--- src/rtl/dsp_avg_pkg.sv ---
// Shared definitions for the windowed moving-average blocks.
//   MAX_LOG2_WIN : largest supported log2 window length.
//   sum_width()  : accumulator width. It holds WIN full-scale samples without overflow.
// win_moving_avg stops elaboration with an error if LOG2_WIN is outside 1..MAX_LOG2_WIN.
package dsp_avg_pkg;

  localparam int unsigned MAX_LOG2_WIN = 6;

  function automatic int unsigned sum_width(input int unsigned data_width,
                                            input int unsigned log2_win);
    return data_width + log2_win;
  endfunction

endpackage

--- src/rtl/sample_delay_line.sv ---
// Fixed-depth shift register with no reset. This lets it map onto SRL primitives.
//   clock    : rising-edge clock
//   shift_en : push din and advance every entry by one
//   din      : word to push
//   dout     : tap DEPTH-1. It holds the word pushed DEPTH shifts before the next shift.
module sample_delay_line #(
  parameter int unsigned WIDTH = 32,
  parameter int unsigned DEPTH = 16
) (
  input  logic             clock,
  input  logic             shift_en,
  input  logic [WIDTH-1:0] din,
  output logic [WIDTH-1:0] dout
);

  logic [WIDTH-1:0] taps [DEPTH];

  always_ff @(posedge clock) begin
    if (shift_en) begin
      taps[0] <= din;
      for (int unsigned k = 1; k < DEPTH; k++) begin
        taps[k] <= taps[k-1];
      end
    end
  end

  assign dout = taps[DEPTH-1];

endmodule

--- src/rtl/win_moving_avg.sv ---
// Windowed moving average of complex I/Q samples over WIN = 2**LOG2_WIN accepted samples.
//   clock, reset_n   : clock; asynchronous active-low reset of all control and accumulator state
//   enable           : global qualifier; when low, all state holds
//   clear            : synchronous window restart; the fill count and the sums return to 0
//   in_i, in_q       : signed input sample
//   in_stb           : sample valid
//   out_i, out_q     : signed window average (floor); updated only with out_stb
//   out_stb          : one-cycle pulse, one clock after each acceptance made with a full window
//   win_full         : WIN samples have been accepted since reset or clear
import dsp_avg_pkg::*;

module win_moving_avg #(
  parameter int unsigned DATA_WIDTH = 16,
  parameter int unsigned LOG2_WIN   = 4
) (
  input  logic                  clock,
  input  logic                  reset_n,
  input  logic                  enable,
  input  logic                  clear,
  input  logic [DATA_WIDTH-1:0] in_i,
  input  logic [DATA_WIDTH-1:0] in_q,
  input  logic                  in_stb,
  output logic [DATA_WIDTH-1:0] out_i,
  output logic [DATA_WIDTH-1:0] out_q,
  output logic                  out_stb,
  output logic                  win_full
);

  localparam int unsigned       SW      = sum_width(DATA_WIDTH, LOG2_WIN);
  localparam int unsigned       WIN     = 1 << LOG2_WIN;
  localparam logic [LOG2_WIN:0] WIN_CNT = {1'b1, {LOG2_WIN{1'b0}}};
  localparam logic [LOG2_WIN:0] CNT_ONE = 1;

  if (LOG2_WIN < 1 || LOG2_WIN > MAX_LOG2_WIN) begin : g_bad_win
    $error("win_moving_avg: LOG2_WIN must be in 1..%0d", MAX_LOG2_WIN);
  end

  logic                   accept;
  logic [LOG2_WIN:0]      fill_cnt;
  logic [LOG2_WIN:0]      fill_nxt;
  logic signed [SW-1:0]   sum_i, sum_q;
  logic signed [SW-1:0]   sum_i_nxt, sum_q_nxt;
  logic signed [SW-1:0]   new_i, new_q, old_i, old_q;
  logic [DATA_WIDTH-1:0]  tap_i, tap_q;

  assign accept   = enable & in_stb & ~clear;
  assign win_full = (fill_cnt == WIN_CNT);

  sample_delay_line #(
    .WIDTH (2*DATA_WIDTH),
    .DEPTH (WIN)
  ) u_delay (
    .clock    (clock),
    .shift_en (accept),
    .din      ({in_i, in_q}),
    .dout     ({tap_i, tap_q})
  );

  // The delay-line tap is subtracted only when the window is full.
  // This masks the stale entries left behind by a reset or a clear.
  always_comb begin
    new_i     = {{LOG2_WIN{in_i[DATA_WIDTH-1]}}, in_i};
    new_q     = {{LOG2_WIN{in_q[DATA_WIDTH-1]}}, in_q};
    old_i     = '0;
    old_q     = '0;
    if (win_full) begin
      old_i = {{LOG2_WIN{tap_i[DATA_WIDTH-1]}}, tap_i};
      old_q = {{LOG2_WIN{tap_q[DATA_WIDTH-1]}}, tap_q};
    end
    sum_i_nxt = sum_i + new_i - old_i;
    sum_q_nxt = sum_q + new_q - old_q;
    fill_nxt  = win_full ? fill_cnt : fill_cnt + CNT_ONE;
  end

  always_ff @(posedge clock or negedge reset_n) begin
    if (!reset_n) begin
      fill_cnt <= '0;
      sum_i    <= '0;
      sum_q    <= '0;
      out_i    <= '0;
      out_q    <= '0;
      out_stb  <= 1'b0;
    end else begin
      out_stb <= accept && (fill_nxt == WIN_CNT);
      if (enable && clear) begin
        fill_cnt <= '0;
        sum_i    <= '0;
        sum_q    <= '0;
      end else if (accept) begin
        fill_cnt <= fill_nxt;
        sum_i    <= sum_i_nxt;
        sum_q    <= sum_q_nxt;
        if (fill_nxt == WIN_CNT) begin
          // The arithmetic shift gives a floor average from the post-update sum, in the same stage.
          out_i <= DATA_WIDTH'(sum_i_nxt >>> LOG2_WIN);
          out_q <= DATA_WIDTH'(sum_q_nxt >>> LOG2_WIN);
        end
      end
    end
  end

endmodule

--- config.mk ---
export PLATFORM = sky130hd
export DESIGN_NAME = win_moving_avg
export DESIGN_NICKNAME = d
export VERILOG_FILES = /design/src/rtl/dsp_avg_pkg.sv /design/src/rtl/sample_delay_line.sv /design/src/rtl/win_moving_avg.sv
export SDC_FILE = /design/constraint.sdc
export NUM_CORES = 1
export LEC_CHECK = 0
export ABC_AREA = 1
export ABC_CLOCK_PERIOD_IN_PS = 6550
export CAP_MARGIN = 20
export CORE_MARGIN = 2
export CORE_UTILIZATION = 35
export DETAILED_ROUTE_END_ITERATION = 10
export PLACE_DENSITY_LB_ADDON = 0.2
export SETUP_SLACK_MARGIN = 0.05
export SLEW_MARGIN = 20
export SYNTH_ARGS = -nofsm -noshare
export SYNTH_HDL_FRONTEND = slang
export SYNTH_SLANG_ARGS = --single-unit
--- constraint.sdc ---
create_clock -name clock -period 6.55 [get_ports clock]
set_clock_uncertainty 0.05 [all_clocks]
set_input_delay 0.9825 -clock clock [delete_from_list [all_inputs] [get_ports clock]]
set_output_delay 0.9825 -clock clock [all_outputs]
set_load 0.03 [all_outputs]
==> results of run 1 <==
## critical path, cell delays in order (launching register included)
cell,delay [ns]
dfrtp_1,0.40
inv_1,0.11
ha_1,0.20
nand3_2,0.67
inv_1,0.37
clkdlybuf4s50_1,0.80
## layout make-up
cell class / instances / area [µm²]
clock inverter: 31 / 299
inverter: 253 / 950
clock buffer: 89 / 1840
timing repair buffer: 77 / 788
tap: 846 / 1060
fill: 5766 / 36800
sequential: 590 / 17300
multi-input combinational: 643 / 3870
## flip-flops by register name, summed over array words and instances (netlist names)
| signal | count |
|---|---|
| u_delay.taps | 512 |
| fill_cnt | 5 |
| out_i | 16 |
| sum_q | 20 |
| out_q | 16 |
| out_stb | 1 |
| sum_i | 20 |
## layer usage
metal | up-vias | wire [µm] | global-route usage, %
met3 | 56 | 2090 | 3.17
met5 | - | 0 | 0
met1 | 5580 | 20100 | 18.3
met2 | 195 | 16700 | 17.4
li1 | 5349 | - | -
met4 | 0 | 784 | 4.53
## kinds of logic after synthesis
group	count (synthesis)	synth area share, %
XOR/XNOR	23	0.907
AO/OA/AOI/OAI	78	1.92
buffers and inverters	270	4.65
flip-flops	590	78.0
adder cells (fa/ha/maj)	82	5.90
AND/OR/NAND/NOR	460	8.62
## worst min-delay path by stage
stage | startpoint | endpoint | slack [ns] | cells after the start
final | reset_n | out_q[5] | 0.33 | 1
after floorplan | u_delay.taps[0][68] | u_delay.taps[0][100] | 0.35 | 0
after global placement | u_delay.taps[0][82] | u_delay.taps[0][114] | 0.35 | 0
after CTS | reset_n | out_q[5] | 0.31 | 1
after detailed placement | u_delay.taps[0][94] | u_delay.taps[0][126] | 0.35 | 0
after global routing | reset_n | out_q[0] | 0.35 | 1
## power by group through the flow
stage	Combinational (W)	Clock [W]	Sequential [W]
detailed placement	0.00197	0	0.00440
CTS	0.00198	0.00374	0.00433
global placement	0.00195	0	0.00440
floorplan	0.00144	0	0.00443
finish	0.00198	0.00359	0.00433
global route	0.00229	0.00388	0.00435
## placed cells by master (no fill, tap or decap), drive strengths merged, types with 7 or more instances in the layout
master / n
nand3: 76
o22ai: 14
dfrtp: 78
nand4: 7
clkdlybuf4s50: 69
ha: 44
nand2: 279
nor2: 77
xor2: 17
o21ai: 30
edfxtp: 512
clkbuf: 89
buf: 8
fa: 38
clkinv: 20
inv: 258
a21oi: 28
nor3: 9
## metrics by stage
stage | hold WS (ns) | total power (W)
6_report | 0.327 | 0.00990
5_1_grt | 0.348 | 0.0105
4_1_cts | 0.311 | 0.0101
3_5_place_dp | 0.355 | 0.00638
3_3_place_gp | 0.350 | 0.00635
2_1_floorplan | 0.350 | 0.00587
==> results_dict.tcl, run 1 <==
set metrics [dict create \
    avgSynthCellArea_um2 14.8 \
    path_class "reg -> out" \
    area_growth_pct 17.6 \
    drtAntennaViolNets 0 \
    period_share_pct 63.8 \
    die_h_um 256 \
    ff2ff_path_depth 16 \
    combPwrFrac_pct 20.0 \
    switchingPower_w 0.00282 \
    critPathLaunchType "flip-flop" \
    yosysWarnings 0 \
    initial_core_util_pct 35.3 \
    tns_ns 0 \
    intPower_w 0.00708 \
    synth.most_common_cell "edfxtp_1" \
    yosys.area.top_type_share_pct 69.2 \
    synth_edf_count 512 \
    grt_setup_unrepaired "no" \
    synth_top_cells_by_count "512 x edfxtp_1, 279 x nand2_1, 253 x inv_1" \
    drt_iter0_drc 808 \
    grt_pass1_wl_mm 63.4 \
    power.leakage_nw 10.2 \
    dr.pass1.iters 5 \
    r2r_start "fill_cnt[0]" \
    dpl_worst_slack_ns 2.66 \
    synth.top_cells.by_area "edfxtp_1 69%, dfrtp_1 8.8%, nand2_1 4.7%" \
    r2r-end "sum_i[16]" \
    crit_end "win_full" \
    ys_seq_area_share_pct 78.0 \
    synth_flop_cell "edfxtp_1" \
    viasPerCell 4.42 \
    postCtsSetupBuffers 0 \
    portBuffers 70 \
    path_max_fanout 33 \
    placed_cell_area_um2 24000 \
    fmax_ghz 0.239 \
    dpl.hpwl_mm 24.1 \
    synth_area_um2 22200 \
    final_cell_count_no_fill 2529 \
    cp.arrival_ns 3.15 \
    nNetsFinal 1750 \
    synthArstFlopShare_pct 13.2 \
    yosysTopAreaCell "edfxtp_1" \
    setup_slack_ns 2.37 \
    fin_area_um2 26100 \
    ctsHtreeMaxLevel 3 \
    grt_max_degree 190 \
    ys_ff_latch 590 \
    core_area_um2 63000 \
    boundaryPins 71 \
    place.gp.congestion 0.876 \
    final_max_slew_viol_count 0 \
    overflow 0 \
    first_global_vias 11400 \
    ys_types 26 \
    cts_root_buf "clkbuf_16" \
    die_area_um2 65500 \
    clkPwrFrac_pct 36.3 \
    cts_num_sinks 590 \
    finalSetupViolCount 0 \
    die_width_um 256 \
    grtUsageTotal_pct 12.3 \
    slew_headroom_pct 21.7 \
    synth_nets 1622 \
    clk_latency_ns 0.60 \
    maxCapViolCount 0 \
    clkTransAtPathRegs_ns 0.06 \
    hold_buffers 0 \
    cts.repair.resized 0 \
    clock_path_buffers 3 \
    row_count 92 \
    route.detailed.drc 0 \
    antenna_found_initial 1 \
    drt_wl_total_mm 39.7 \
    crit_path_start "fill_cnt[0]" \
    worstMarginPinSlew_ns 1.17 \
    hp-class "in -> async" \
    cts_tree "done" \
    numCtsBuffers 66 \
    placed_cells 2409 \
    synthCells 1503 \
    vias 11200 \
    worstPathRequired_ns 5.52 \
    outcome "finished, final reports clean" \
    fin_crit_ns 4.18 \
    peakVddDrop_uv 208 \
    layout-drive-gt1-share_pct 6.71 \
    end_kind "primary output" \
    p_seq_share_pct 43.7 \
    hold_violations 0 \
    wl_per_cell_um 15.7 \
    switching_share_pct 28.5 \
    pwr_density_cell_nw_per_um2 379 \
    r2r_slack_ns 2.67 \
    diodes 0 \
    fin_util_pct 41.5 \
]
No activity file was read; power rests on OpenSTA's default activity.
==> run 2: changes to the inputs <==
Settings changed: ABC_CLOCK_PERIOD_IN_PS 6550 to 4190.
Clock period 6.55 ns to 4.19 ns, I/O delays scaled along.
==> run 2 against run 1 <==
  * Non-clock buffer count rose by 6
  * Die area did not move
  * First-iteration DRC count rose by 2.0%
  * Total power rose by 52%
  * Worst setup slack got worse by 1.8 ns
  * Design area fell by 0.58%
  * Worst hold slack got worse by 0.27 ns
  * Critical endpoint is now sum_i[19]
  * Largest power group unchanged
==> results_dict.tcl, run 2 (synthesized netlist as in run 1, its figures left out) <==
set metrics [dict create \
    placed_cells 2415 \
    die_area_um2 65500 \
    path_max_fanout 23 \
    die_width_um 256 \
    fmax_ghz 0.277 \
    total_power_w 0.0151 \
    grtUsageTotal_pct 12.5 \
    p_seq_share_pct 44.9 \
    ctsHtreeMaxLevel 2 \
    final_cell_count_no_fill 2529 \
    layout-drive-gt1-share_pct 6.18 \
    area_growth_pct 16.9 \
    postCtsSetupBuffers 0 \
    maxCapViolCount 0 \
    switching_share_pct 28.9 \
    clock_path_buffers 3 \
    viasPerCell 4.38 \
    hold_violations 0 \
    portBuffers 70 \
    drtAntennaViolNets 0 \
    worstPathRequired_ns 4.64 \
    placed_cell_area_um2 24000 \
    finalSetupViolCount 0 \
    core_area_um2 63000 \
    outcome "finished, final reports clean" \
    row_count 92 \
    regArea_um2 17300 \
    slew_headroom_pct 35.5 \
    drt_iter0_drc 824 \
    path_class "reg -> reg" \
    end_kind "flip-flop" \
    clk_latency_ns 0.62 \
    crit_buf_inv 5 \
    boundaryPins 71 \
    reg_top3 "u_delay.taps x512, sum_i x20, sum_q x20" \
    clkTransAtPathRegs_ns 0.06 \
    initial_core_util_pct 35.3 \
    tns_ns 0 \
    switchingPower_w 0.00436 \
    cts_root_buf "clkbuf_16" \
    dpl.hpwl_mm 25.3 \
    dr.pass1.iters 4 \
    r2r_slack_ns 0.58 \
    fin_crit_ns 3.61 \
    antenna_found_initial 0 \
    final_cell_mix "512 x edfxtp_1, 279 x nand2_1, 253 x inv_1, 78 x dfrtp_1, 75 x nor2_1" \
    period_share_pct 86.1 \
    nNetsFinal 1751 \
    path_cells "inv_1, ha_1, nand3_4, inv_1, nand2_1, inv_1, fa_1, inv_1, ha_1, nand2_1, nor2_1, inv_1, nor2_1, nand3_1, nand3_1, nand2_1, nand3_1, nand2_1" \
    final_common_cell "edfxtp_1" \
    fin_area_um2 26000 \
    route.detailed.drc 0 \
    cp_top_family "simple AND/OR/NAND/NOR gates" \
    cts_tree "done" \
    num-fill-cells 5780 \
    fin_util_pct 41.3 \
    die_h_um 256 \
    hold_buffers 0 \
    critPathLaunchType "flip-flop" \
    largest_reg_flops 512 \
    crit_slowest_cell "fa_1" \
    power.leakage_nw 10.1 \
    hp-class "in -> async" \
    cpPeakStageDelay_ns 0.44 \
    diodes 0 \
    cp.arrival_ns 4.06 \
    final_max_slew_viol_count 0 \
    cts_num_sinks 590 \
    pwr_density_cell_nw_per_um2 580 \
    cpMostUsedCell "inv_1" \
    grt_setup_unrepaired "no" \
    drt_wl_total_mm 40.3 \
    overflow 0 \
    multiInputGateArea_um2 3870 \
    grt_pass1_wl_mm 64.0 \
    peakVddDrop_uv 335 \
    combPwrFrac_pct 20.6 \
    grt_max_degree 118 \
    intPower_w 0.0107 \
    clkPwrFrac_pct 34.5 \
    place.gp.congestion 0.836 \
    regMostFlops "u_delay.taps" \
    first_global_vias 11200 \
    worstMarginPinSlew_ns 0.967 \
    wl_per_cell_um 16.0 \
    vias 11100 \
    cts.repair.resized 0 \
    numCtsBuffers 61 \
]
-- run 2: path summary, 6_finish.rpt --
kind | end | start | cells after the start
min | out_i[5] | reset_n | 1
min reg2reg | u_delay.taps[1][254] | u_delay.taps[1][222] | 0
max in group asynchronous | out_q[3] | reset_n | 2
max reg2reg | sum_i[19] | fill_cnt[0] | 18
max | sum_i[19] | fill_cnt[0] | 18
min in group clock | u_delay.taps[1][254] | u_delay.taps[1][222] | 0
-- run 2: stage by stage --
stage,worst slack (ns),hold slack (ns)
detailed placement,0.230,0.355
CTS,0.205,0.0477
finish,0.581,0.0568
global route,0.161,0.0856
global placement,0.384,0.351
floorplan,0.515,0.283
-- run 2: power groups by stage --
stage	combinational [W]	sequential [W]	clock, W
final	0.00310	0.00677	0.00520
after global routing	0.00360	0.00679	0.00564
after CTS	0.00314	0.00677	0.00542
after detailed placement	0.00311	0.00689	0
after global placement	0.00309	0.00688	0
after floorplan	0.00225	0.00690	0
-- run 2: per-layer routing --
layer / up-vias / track usage [%] / part of all wire [%]
met5: - / 0 / 0
met3: 63 / 2.64 / 4.1
li1: 5364 / - / -
met2: 164 / 17.7 / 42
met1: 5494 / 19.1 / 52
met4: 0 / 3.91 / 2.2
-- run 2: layout make-up --
class	count	share of cell area (%)
clock inverter	38	1.29
multi-input combinational	643	14.9
timing repair buffer	83	3.26
sequential	590	66.7
inverter	253	3.66
tap	846	4.07
clock buffer	76	6.13
-- run 2: worst register-to-register path: stages (launching register included) --
cell,delay [ns]
dfrtp_1,0.41
inv_1,0.11
ha_1,0.23
nand3_4,0.32
inv_1,0.34
nand2_1,0.12
inv_1,0.20
fa_1,0.44
inv_1,0.08
ha_1,0.25
nand2_1,0.17
nor2_1,0.18
inv_1,0.06
nor2_1,0.13
nand3_1,0.12
nand3_1,0.10
nand2_1,0.07
nand3_1,0.06
nand2_1,0.06
